--- config.mk ---
export PLATFORM = sky130hd
export DESIGN_NAME = fetch_req_ctrl
export DESIGN_NICKNAME = d
export VERILOG_FILES = /design/src/rtl/fetch_req_ctrl_pkg.sv /design/src/rtl/fetch_req_ctrl.sv
export SDC_FILE = /design/constraint.sdc
export NUM_CORES = 1
export LEC_CHECK = 0
export ABC_AREA = 0
export BUFFER_PORTS_ARGS = -buffer_cell sky130_fd_sc_hd__buf_2
export CAP_MARGIN = 40
export CORE_MARGIN = 2
export CORE_UTILIZATION = 28
export DETAILED_ROUTE_END_ITERATION = 10
export GPL_TIMING_DRIVEN = 0
export PLACE_DENSITY_LB_ADDON = 0.2
export SLEW_MARGIN = 20
export SYNTH_ARGS = -nofsm -noshare
export SYNTH_HDL_FRONTEND = slang
export SYNTH_SLANG_ARGS = --single-unit
export TNS_END_PERCENT = 10
--- constraint.sdc ---
create_clock -name clk -period 4.3 [get_ports clk]
set_input_delay 0.86 -clock clk [delete_from_list [all_inputs] [get_ports clk]]
set_output_delay 0.86 -clock clk [all_outputs]
set_load 0.05 [all_outputs]
--- src/rtl/fetch_req_ctrl_pkg.sv ---
// Shared types for the instruction-fetch request sequencer.
// State encodings match the FC_* constants used elsewhere in the core.
package fetch_req_ctrl_pkg;

  localparam int unsigned XLEN = 32;

  typedef enum logic [1:0] {
    FC_IDLE = 2'd0,
    FC_REQ  = 2'd1,
    FC_WAIT = 2'd2,
    FC_HOLD = 2'd3
  } fc_state_e;

  // Word held for the IF/PD register; pc doubles as the bus address.
  typedef struct packed {
    logic [XLEN-1:0] pc;
    logic [XLEN-1:0] inst;
    logic            addr_error;
  } fetch_word_t;

  function automatic logic pc_misaligned(input logic [XLEN-1:0] pc);
    return pc[1:0] != 2'b00;
  endfunction

endpackage

--- src/rtl/fetch_req_ctrl.sv ---
// Issues one instruction fetch at a time, buffers the returned word until
// the IF/PD register takes it, and cancels in-flight fetches on flush.
module fetch_req_ctrl
  import fetch_req_ctrl_pkg::*;
(
  input  logic            clk,
  input  logic            resetn,
  input  logic            pc_valid,
  input  logic [XLEN-1:0] if_pc,
  input  logic            pd_allow,
  input  logic            flush,
  output logic            inst_req,
  output logic [XLEN-1:0] inst_addr,
  input  logic            inst_addr_ok,
  input  logic            inst_data_ok,
  input  logic [XLEN-1:0] inst_rdata,
  output logic            out_valid,
  output logic [XLEN-1:0] out_pc,
  output logic [XLEN-1:0] out_inst,
  output logic            out_addr_error,
  output logic            fetch_stall,
  output logic            busy
);

  fc_state_e   state_q, state_d;
  logic        drop_q, drop_d;
  fetch_word_t word_q, word_d;
  logic        hold_valid;
  logic        handoff;
  logic        start;

  // Flush beats a handoff in the same cycle.
  assign hold_valid = (state_q == FC_HOLD) && !drop_q;
  assign handoff    = hold_valid && pd_allow && !flush;
  assign start      = pc_valid && !flush && ((state_q == FC_IDLE) || handoff);

  always_ff @(posedge clk) begin
    if (!resetn) begin
      state_q <= FC_IDLE;
      drop_q  <= 1'b0;
      word_q  <= '0;
    end else begin
      state_q <= state_d;
      drop_q  <= drop_d;
      word_q  <= word_d;
    end
  end

  always_comb begin
    state_d = state_q;
    drop_d  = drop_q;
    word_d  = word_q;
    if (start) begin
      word_d.pc = if_pc;
      if (pc_misaligned(if_pc)) begin
        // Misaligned PC never reaches the bus; report it straight away.
        word_d.inst       = '0;
        word_d.addr_error = 1'b1;
        state_d           = FC_HOLD;
      end else begin
        word_d.addr_error = 1'b0;
        state_d           = FC_REQ;
      end
    end else begin
      unique case (state_q)
        FC_IDLE: state_d = FC_IDLE;
        FC_REQ: begin
          // The request stays up until accepted; a flush only marks it dead.
          if (flush) drop_d = 1'b1;
          if (inst_addr_ok) state_d = FC_WAIT;
        end
        FC_WAIT: begin
          if (inst_data_ok) begin
            if (drop_q || flush) begin
              drop_d  = 1'b0;
              state_d = FC_IDLE;
            end else begin
              word_d.inst       = inst_rdata;
              word_d.addr_error = 1'b0;
              state_d           = FC_HOLD;
            end
          end else if (flush) begin
            drop_d = 1'b1;
          end
        end
        FC_HOLD: begin
          if (flush || handoff) state_d = FC_IDLE;
        end
        default: state_d = FC_IDLE;
      endcase
    end
  end

  assign inst_req       = (state_q == FC_REQ);
  assign inst_addr      = word_q.pc;
  assign out_valid      = hold_valid;
  assign out_pc         = word_q.pc;
  assign out_inst       = word_q.inst;
  assign out_addr_error = word_q.addr_error;
  assign fetch_stall    = !handoff;
  assign busy           = (state_q != FC_IDLE);

endmodule
* Word-level counts from Yosys, hierarchy flattened
Index checks and enable logic that the tools add are counted.
Storage, ports and cells: register bits 68, output and inout bits 101, bits of input ports 71, word-level logic and storage cells 53
Operators by class: bitwise logic cells 1, mux-type cells 17, reduce and logical (&&, ||, !) cells 21, equal/unequal tests 9
Operator list (count):
- $mux 33 | 4
- $mux 32 | 1
- $mux 2 | 6
- $reduce_bool 2->1 | 5
- $reduce_and 3->1 | 3
- $pmux 2 s4 | 1
- $ne 3x3->1 const B | 2
- $logic_and 1x1->1 | 5
- $eq 2x2->1 const B | 2
- $mux 1 | 4
- $reduce_and 4->1 | 1
- $logic_not 1->1 | 3
- $logic_or 1x1->1 | 3
- $ne 3x1->1 const B | 1
- $ne 3x2->1 const B | 1
- $eq 2x1->1 const B | 1
- $logic_not 2->1 | 1
- $ne 2x1->1 const B | 1
- $ne 2x2->1 const B | 1
- $pmux 1 s2 | 1
- $not 1->1 | 1

* Longest topological paths before layout
Gate-level depths: netlist of the first run.
word-level depth 8, gate-level depth with buffers 7, depth with buffers taken out 6

* Least setup slack after synthesis of the first run
Ideal clock, no wire load.
kind input port to output port, from input port flush, to output port fetch_stall, required time 3440 ps, arrival 1398 ps, slack 2042 ps, stages 2, buffers on the path 0, cells stage by stage nor2_1 > nand3_1
On the way: word-level cells in the longest chain between the ends 3
RTL lines:
- start: declaration | RTL line fetch_req_ctrl.sv:11 | input logic flush,
- $logic_not 1->1 | RTL line fetch_req_ctrl.sv:34 | assign handoff = hold_valid && pd_allow && !flush;
- $logic_and 1x1->1 | RTL line fetch_req_ctrl.sv:34
- $logic_not 1->1 | RTL line fetch_req_ctrl.sv:100 | assign fetch_stall = !handoff;
- end: declaration | RTL line fetch_req_ctrl.sv:21 | output logic fetch_stall,
Every way passes these cells.

* Worst setup path in the final report of the first run
Ends and elaborated chain as after synthesis.

==> flow_summary.json, run 1 <==
{
  "cts_tree": "done",
  "core_area_mm2": 0.00964,
  "max_freq_ghz": 0.431,
  "syn_area_mm2": 0.00275,
  "crit_family": "buffers and inverters",
  "crit_buf_inv": 2,
  "h-tree-depth": 3,
  "cts_resized": 0,
  "grt_pass1_vias": 2205,
  "fin_skew_ns": 0.00971,
  "dp.cells": 586,
  "post-route-cell-area_mm2": 0.00398,
  "grt_max_degree": 13,
  "fp.dieH_um": 103,
  "num_io_pins": 172,
  "status": "completed",
  "clock_latency_ns": 0.34,
  "synth_edf_count": 0,
  "nets": 539,
  "hold_buffers": 0,
  "route.detailed.drc": 0,
  "die-width_um": 103,
  "via_count": 2534,
  "finalWeightedCongestion": 0.788,
  "dr.pass1.iters": 4,
  "finalNonFillerCells": 602,
  "cp_slowest_cell": "buf_2",
  "powerDensity_mw_per_mm2": 386,
  "crit_fanout": 4,
  "yosysUniqueCellTypes": 30,
  "crit_path_frequent_cell": "buf_2",
  "post_cts_buffers": 0,
  "max-slew-margin-rel_pct": 65.1,
  "path_class": "input pin to output port",
  "postSynthCellCount": 283,
  "antenna_cells": 0,
  "ys.flop_type": "dfxtp_1",
  "power_mw": 1.54,
  "tightest_slew_ns": 0.523,
  "cts-root-buf": "clkbuf_8",
  "dieArea_mm2": 0.0106,
  "grt-ovfl-total": 0,
  "numCtsBuffers": 9,
  "drtIter0Drc": 37,
  "fin_util_pct": 41.3,
  "hold_path_class": "flip-flop to flip-flop",
  "ant_nets": 0,
  "crit_required_ns": 3.44,
  "timing.max_cap.violations": 0,
  "start_kind": "input pin",
  "rsz0062_at_grt": "false",
  "wl_um": 7330,
  "final-seq-area_mm2": 0.00136,
  "setup_viol": 0,
  "synth_area_per_cell_um2": 9.72,
  "yosysSeqAreaShare_pct": 49.5,
  "grt_pass1_wl_um": 10700,
  "cellLeakagePower_nw": 2.08,
  "track_usage_pct": 13.1,
  "area_delta_synth_final_pct": 44.9,
  "max-vdd-ir-drop_mv": 0.124,
  "numPortBuffers": 170,
  "worstSetupEndpointType": "output port",
  "ys_warn_count": 0,
  "finalCritPeriodShare_pct": 53.9,
  "synth-seq-cells": 68,
  "crit_path_max_incr_delay_ns": 0.21,
  "period_needed_ns": 2.32,
  "dp_hpwl_um": 5580,
  "synth.net_count": 358,
  "drive_above_1_share_pct": 49.3,
  "clkSinkCount": 68,
  "slew_violations": 0,
  "clk_pin_slew_ns": 0.08,
  "start_util_pct": 28.5,
  "synthArstFlopShare_pct": 0,
  "routedWlPerCell_um": 12.2,
  "hold_violations": 0,
  "antenna_found_initial": 1,
  "clk_path_buf_depth": 2,
  "multi_input_area_mm2": 0.00102,
  "std_cell_rows": 36,
  "fill_cells": 1041,
  "crit_arrival_ns": 1.46,
  "vias_per_cell": 4.21,
  "fin_setup_tns_ns": 0,
  "crit_chain": "buf_2 -> nor2_1 -> nand3_1 -> buf_2",
  "place_area_mm2": 0.00377
}
-- sequential cells by signal, indices dropped and copies added, names as in the netlist --
| signal | count |
|---|---|
| inst_addr | 32 |
| state_q | 2 |
| out_addr_error | 1 |
| drop_q | 1 |
| out_inst | 32 |
-- Yosys cell counts (all sizes together), types with 2 or more instances --
cell type | number | share of area, %
buf | 43 | 12
nand2b | 2 | 0.45
nor2b | 4 | 0.91
a22o | 32 | 10
dfxtp | 68 | 49
o21ai | 2 | 0.50
clkbuf | 6 | 0.82
nand2 | 65 | 8.9
nand3 | 3 | 0.55
a21boi | 34 | 9.3
ha | 4 | 1.8
nor2 | 2 | 0.27
inv | 5 | 0.68
-- area by class of cell --
class | count | share of cell area, %
flip-flops and latches | 68 | 34.2
multi-input cells | 161 | 25.6
repair buffers | 170 | 21.4
plain buffers | 49 | 8.76
well taps | 133 | 4.18
clock buffers | 10 | 3.20
clock inverters | 6 | 2.23
inverters | 5 | 0.471
-- cells in the final DEF, fill, tap and decap left out, drive strengths merged --
master and instances:
ha 4, nor2b 4, a41oi 1, nand2 65, clkinvlp 2, bufinv 2
a31oi 1, a222oi 1, nor3b 1, dfxtp 68, a21o 1, o211ai 1
inv 5, nor2 2, clkbuf 16, clkinv 2, o31ai 1, buf 213
mux2i 1, o21ai 2, nand2b 2, o21a 1, a21oi 1, o221a 1
and3b 1, a22o 32, and2 1, nand3 3, a21boi 34
-- layer usage --
layer	global-route usage (%)	vias up	part of all wire, %
li1	-	1290	-
met1	16.2	1143	43
met2	21.6	86	48
met3	3.32	13	6.8
met4	5.77	2	1.9
met5	0	-	0.18
-- cells by family (layout without fill, tap and decap cells) --
group	after synthesis	in the layout	synth area share (%)
flip-flops	68	68	49.5
AND/OR/NAND/NOR	79	79	12.1
multiplexers	1	1	0.364
buffers and inverters	54	240	13.4
AO/OA/AOI/OAI	77	77	22.9
adder cells (fa/ha/maj)	4	4	1.82
-- path summary, 6_finish.rpt --
| kind | cells after the start | start | endpoint | slack, ns |
|---|---|---|---|---|
| setup / recovery | 4 | flush | fetch_stall | 1.98 |
| hold / removal | 2 | inst_addr[31] | inst_addr[31] | 0.47 |
| setup reg to reg | 6 | state_q[0] | inst_addr[23] | 2.42 |
| hold reg to reg | 2 | inst_addr[31] | inst_addr[31] | 0.47 |
-- worst register-to-register path, delay by kind of cell, from the launching register on --
kind / cells / cell delay (ns)
DFF: 1 / 0.40
and+or+nand+nor: 2 / 0.34
adders and majority gates: 1 / 0.24
AOI/OAI and AO/OA: 2 / 0.38
buffers and inverters: 1 / 0.45
-- stage by stage --
step,setup slack (ns),hold slack (ns)
floorplan,2.04,0.497
global placement,1.97,0.455
detailed placement,1.97,0.459
CTS,1.97,0.471
global route,1.91,0.495
finish,1.98,0.469
-- report_power, final --
part | switching (mW) | internal [mW]
sequential | 0.0144 | 0.650
combinational | 0.198 | 0.0957
clock | 0.253 | 0.327
total | 0.466 | 1.07
Note: power is estimated with default switching activity, not from simulation.
==> inputs of run 2 (changes only) <==
==> constraint.sdc (replaced) <==
create_clock -name clk -period 2 [get_ports clk]
set_input_delay 0.4 -clock clk [delete_from_list [all_inputs] [get_ports clk]]
set_output_delay 0.4 -clock clk [all_outputs]
set_load 0.05 [all_outputs]
==> run 2 against run 1 <==
Die area did not move; largest cell class unchanged; critical endpoint is now out_inst[25]; cell area barely moved; clock power rose by 120%; sequential cell count did not move; utilization barely moved; setup slack got worse by 1.8 ns; critical path type is now flip-flop to flip-flop; largest power group unchanged.
==> flow_summary.json, run 2 (synthesis gave the netlist of run 1 again) <==
{
  "post_cts_buffers": 0,
  "drive_above_1_share_pct": 49.5,
  "cts-root-buf": "clkbuf_8",
  "cellLeakagePower_nw": 2.08,
  "r2r-start": "state_q[0]",
  "clk_path_buf_depth": 2,
  "crit_fanout": 10,
  "via_count": 2535,
  "die-width_um": 103,
  "critical_path.endpoint": "out_inst[25]",
  "max-vdd-ir-drop_mv": 0.267,
  "crit_buf_inv": 2,
  "wl_um": 7310,
  "hold_buffers": 0,
  "antenna_cells": 0,
  "dr.pass1.iters": 4,
  "crit_family": "simple AND/OR/NAND/NOR gates",
  "use_met1_pct": 16.2,
  "clk_pin_slew_ns": 0.08,
  "crit_required_ns": 2.29,
  "max-slew-margin-rel_pct": 68.1,
  "path_class": "flip-flop to flip-flop",
  "setup_viol": 0,
  "drtIter0Drc": 37,
  "worstSetupEndpointType": "flip-flop",
  "grt_max_degree": 13,
  "numPortBuffers": 170,
  "tightest_slew_ns": 0.478,
  "start_util_pct": 28.5,
  "clkSinkCount": 68,
  "hold_path_class": "input pin to flip-flop",
  "startpoint": "state_q[0]",
  "clock_latency_ns": 0.34,
  "crit_arrival_ns": 2.08,
  "ant_nets": 0,
  "rsz0062_at_grt": "false",
  "fp.dieH_um": 103,
  "grt-ovfl-total": 0,
  "r2r_cells": 7,
  "layout_setup_ws_ns": 0.208,
  "crit_chain": "inv_1 -> ha_1 -> a21oi_1 -> nor2b_1 -> nor3b_2 -> buf_4 -> a22o_1",
  "met2_usage_pct": 21.6,
  "num_io_pins": 172,
  "path_depth": 7,
  "crit_path_max_incr_delay_ns": 0.40,
  "finalCritPeriodShare_pct": 89.6,
  "finalWeightedCongestion": 0.788,
  "numCtsBuffers": 9,
  "grt_pass1_wl_um": 10700,
  "route.detailed.drc": 0,
  "nets": 539,
  "whs_ns": 0.258,
  "dp_hpwl_um": 5580,
  "powerDensity_mw_per_mm2": 830,
  "track_usage_pct": 13.1,
  "pre_cts_slack_ns": 0.0977,
  "routedWlPerCell_um": 12.1,
  "r2r-end": "out_inst[25]",
  "mostFrequentLayoutCells": "buf_2 (173), dfxtp_1 (68), nand2_1 (65)",
  "max_freq_ghz": 0.558,
  "hold_violations": 0,
  "fin_skew_ns": 0.00965,
  "dieArea_mm2": 0.0106,
  "area_delta_synth_final_pct": 44.9,
  "fin_setup_tns_ns": 0,
  "period_needed_ns": 1.79,
  "status": "completed",
  "fill_cells": 1041,
  "mostFrequentLayoutCell": "buf_2",
  "vias_per_cell": 4.21,
  "timing.max_cap.violations": 0,
  "grt_pass1_vias": 2205,
  "std_cell_rows": 36,
  "cp_slowest_cell": "dfxtp_1",
  "grt_util_met3_pct": 3.32,
  "core_area_mm2": 0.00964,
  "slew_violations": 0,
  "start_kind": "flip-flop",
  "r2r_slack_ns": 0.21,
  "antenna_found_initial": 1,
  "grt.busiest_layer": "met2",
  "h-tree-depth": 3,
  "cts_tree": "done"
}
[run 2: what timing repair did]
action	in CTS	in global routing
hold endpoints to repair	0	0
endpoints found under the setup margin	0	10
resized for setup	0	2
[run 2: power breakdown]
group	internal (mW)	switching (mW)
sequential	1.40	0.0310
combinational	0.206	0.426
clock	0.702	0.545
total	2.31	1.00
[run 2: cell type report]
class,instances,area [um2],share of cell area [%]
flip-flops and latches,68,1360,34.2
multi-input cells,161,1020,25.6
repair buffers,170,851,21.4
plain buffers,49,350,8.79
well taps,133,166,4.18
clock buffers,10,128,3.20
clock inverters,6,88.8,2.23
inverters,5,18.8,0.471
[run 2: per-layer routing]
layer	part of all wire (%)	up-vias
met5	0.18	-
met4	1.9	2
met3	6.8	13
met2	48	86
met1	43	1144
li1	-	1290
[run 2: worst min path at each step]
stage | from | to | slack, ns | depth (start not counted)
floorplan | state_q[1] | state_q[1] | 0.50 | 2
global placement | inst_addr[9] | inst_addr[9] | 0.46 | 2
detailed placement | out_inst[16] | out_inst[16] | 0.46 | 1
CTS | inst_rdata[22] | out_inst[22] | 0.23 | 2
global route | inst_rdata[29] | out_inst[29] | 0.24 | 2
finish | inst_rdata[22] | out_inst[22] | 0.26 | 2
[run 2: stage by stage]
stage,std cells,power (mW),utilization (%),instance area [um2]
global route,602,3.45,41.3,3990
detailed placement,586,2.10,39.1,3770
floorplan,283,1.91,-,2750
finish,602,3.31,41.3,3990
CTS,602,3.38,41.3,3980
global placement,586,2.09,39.1,3770
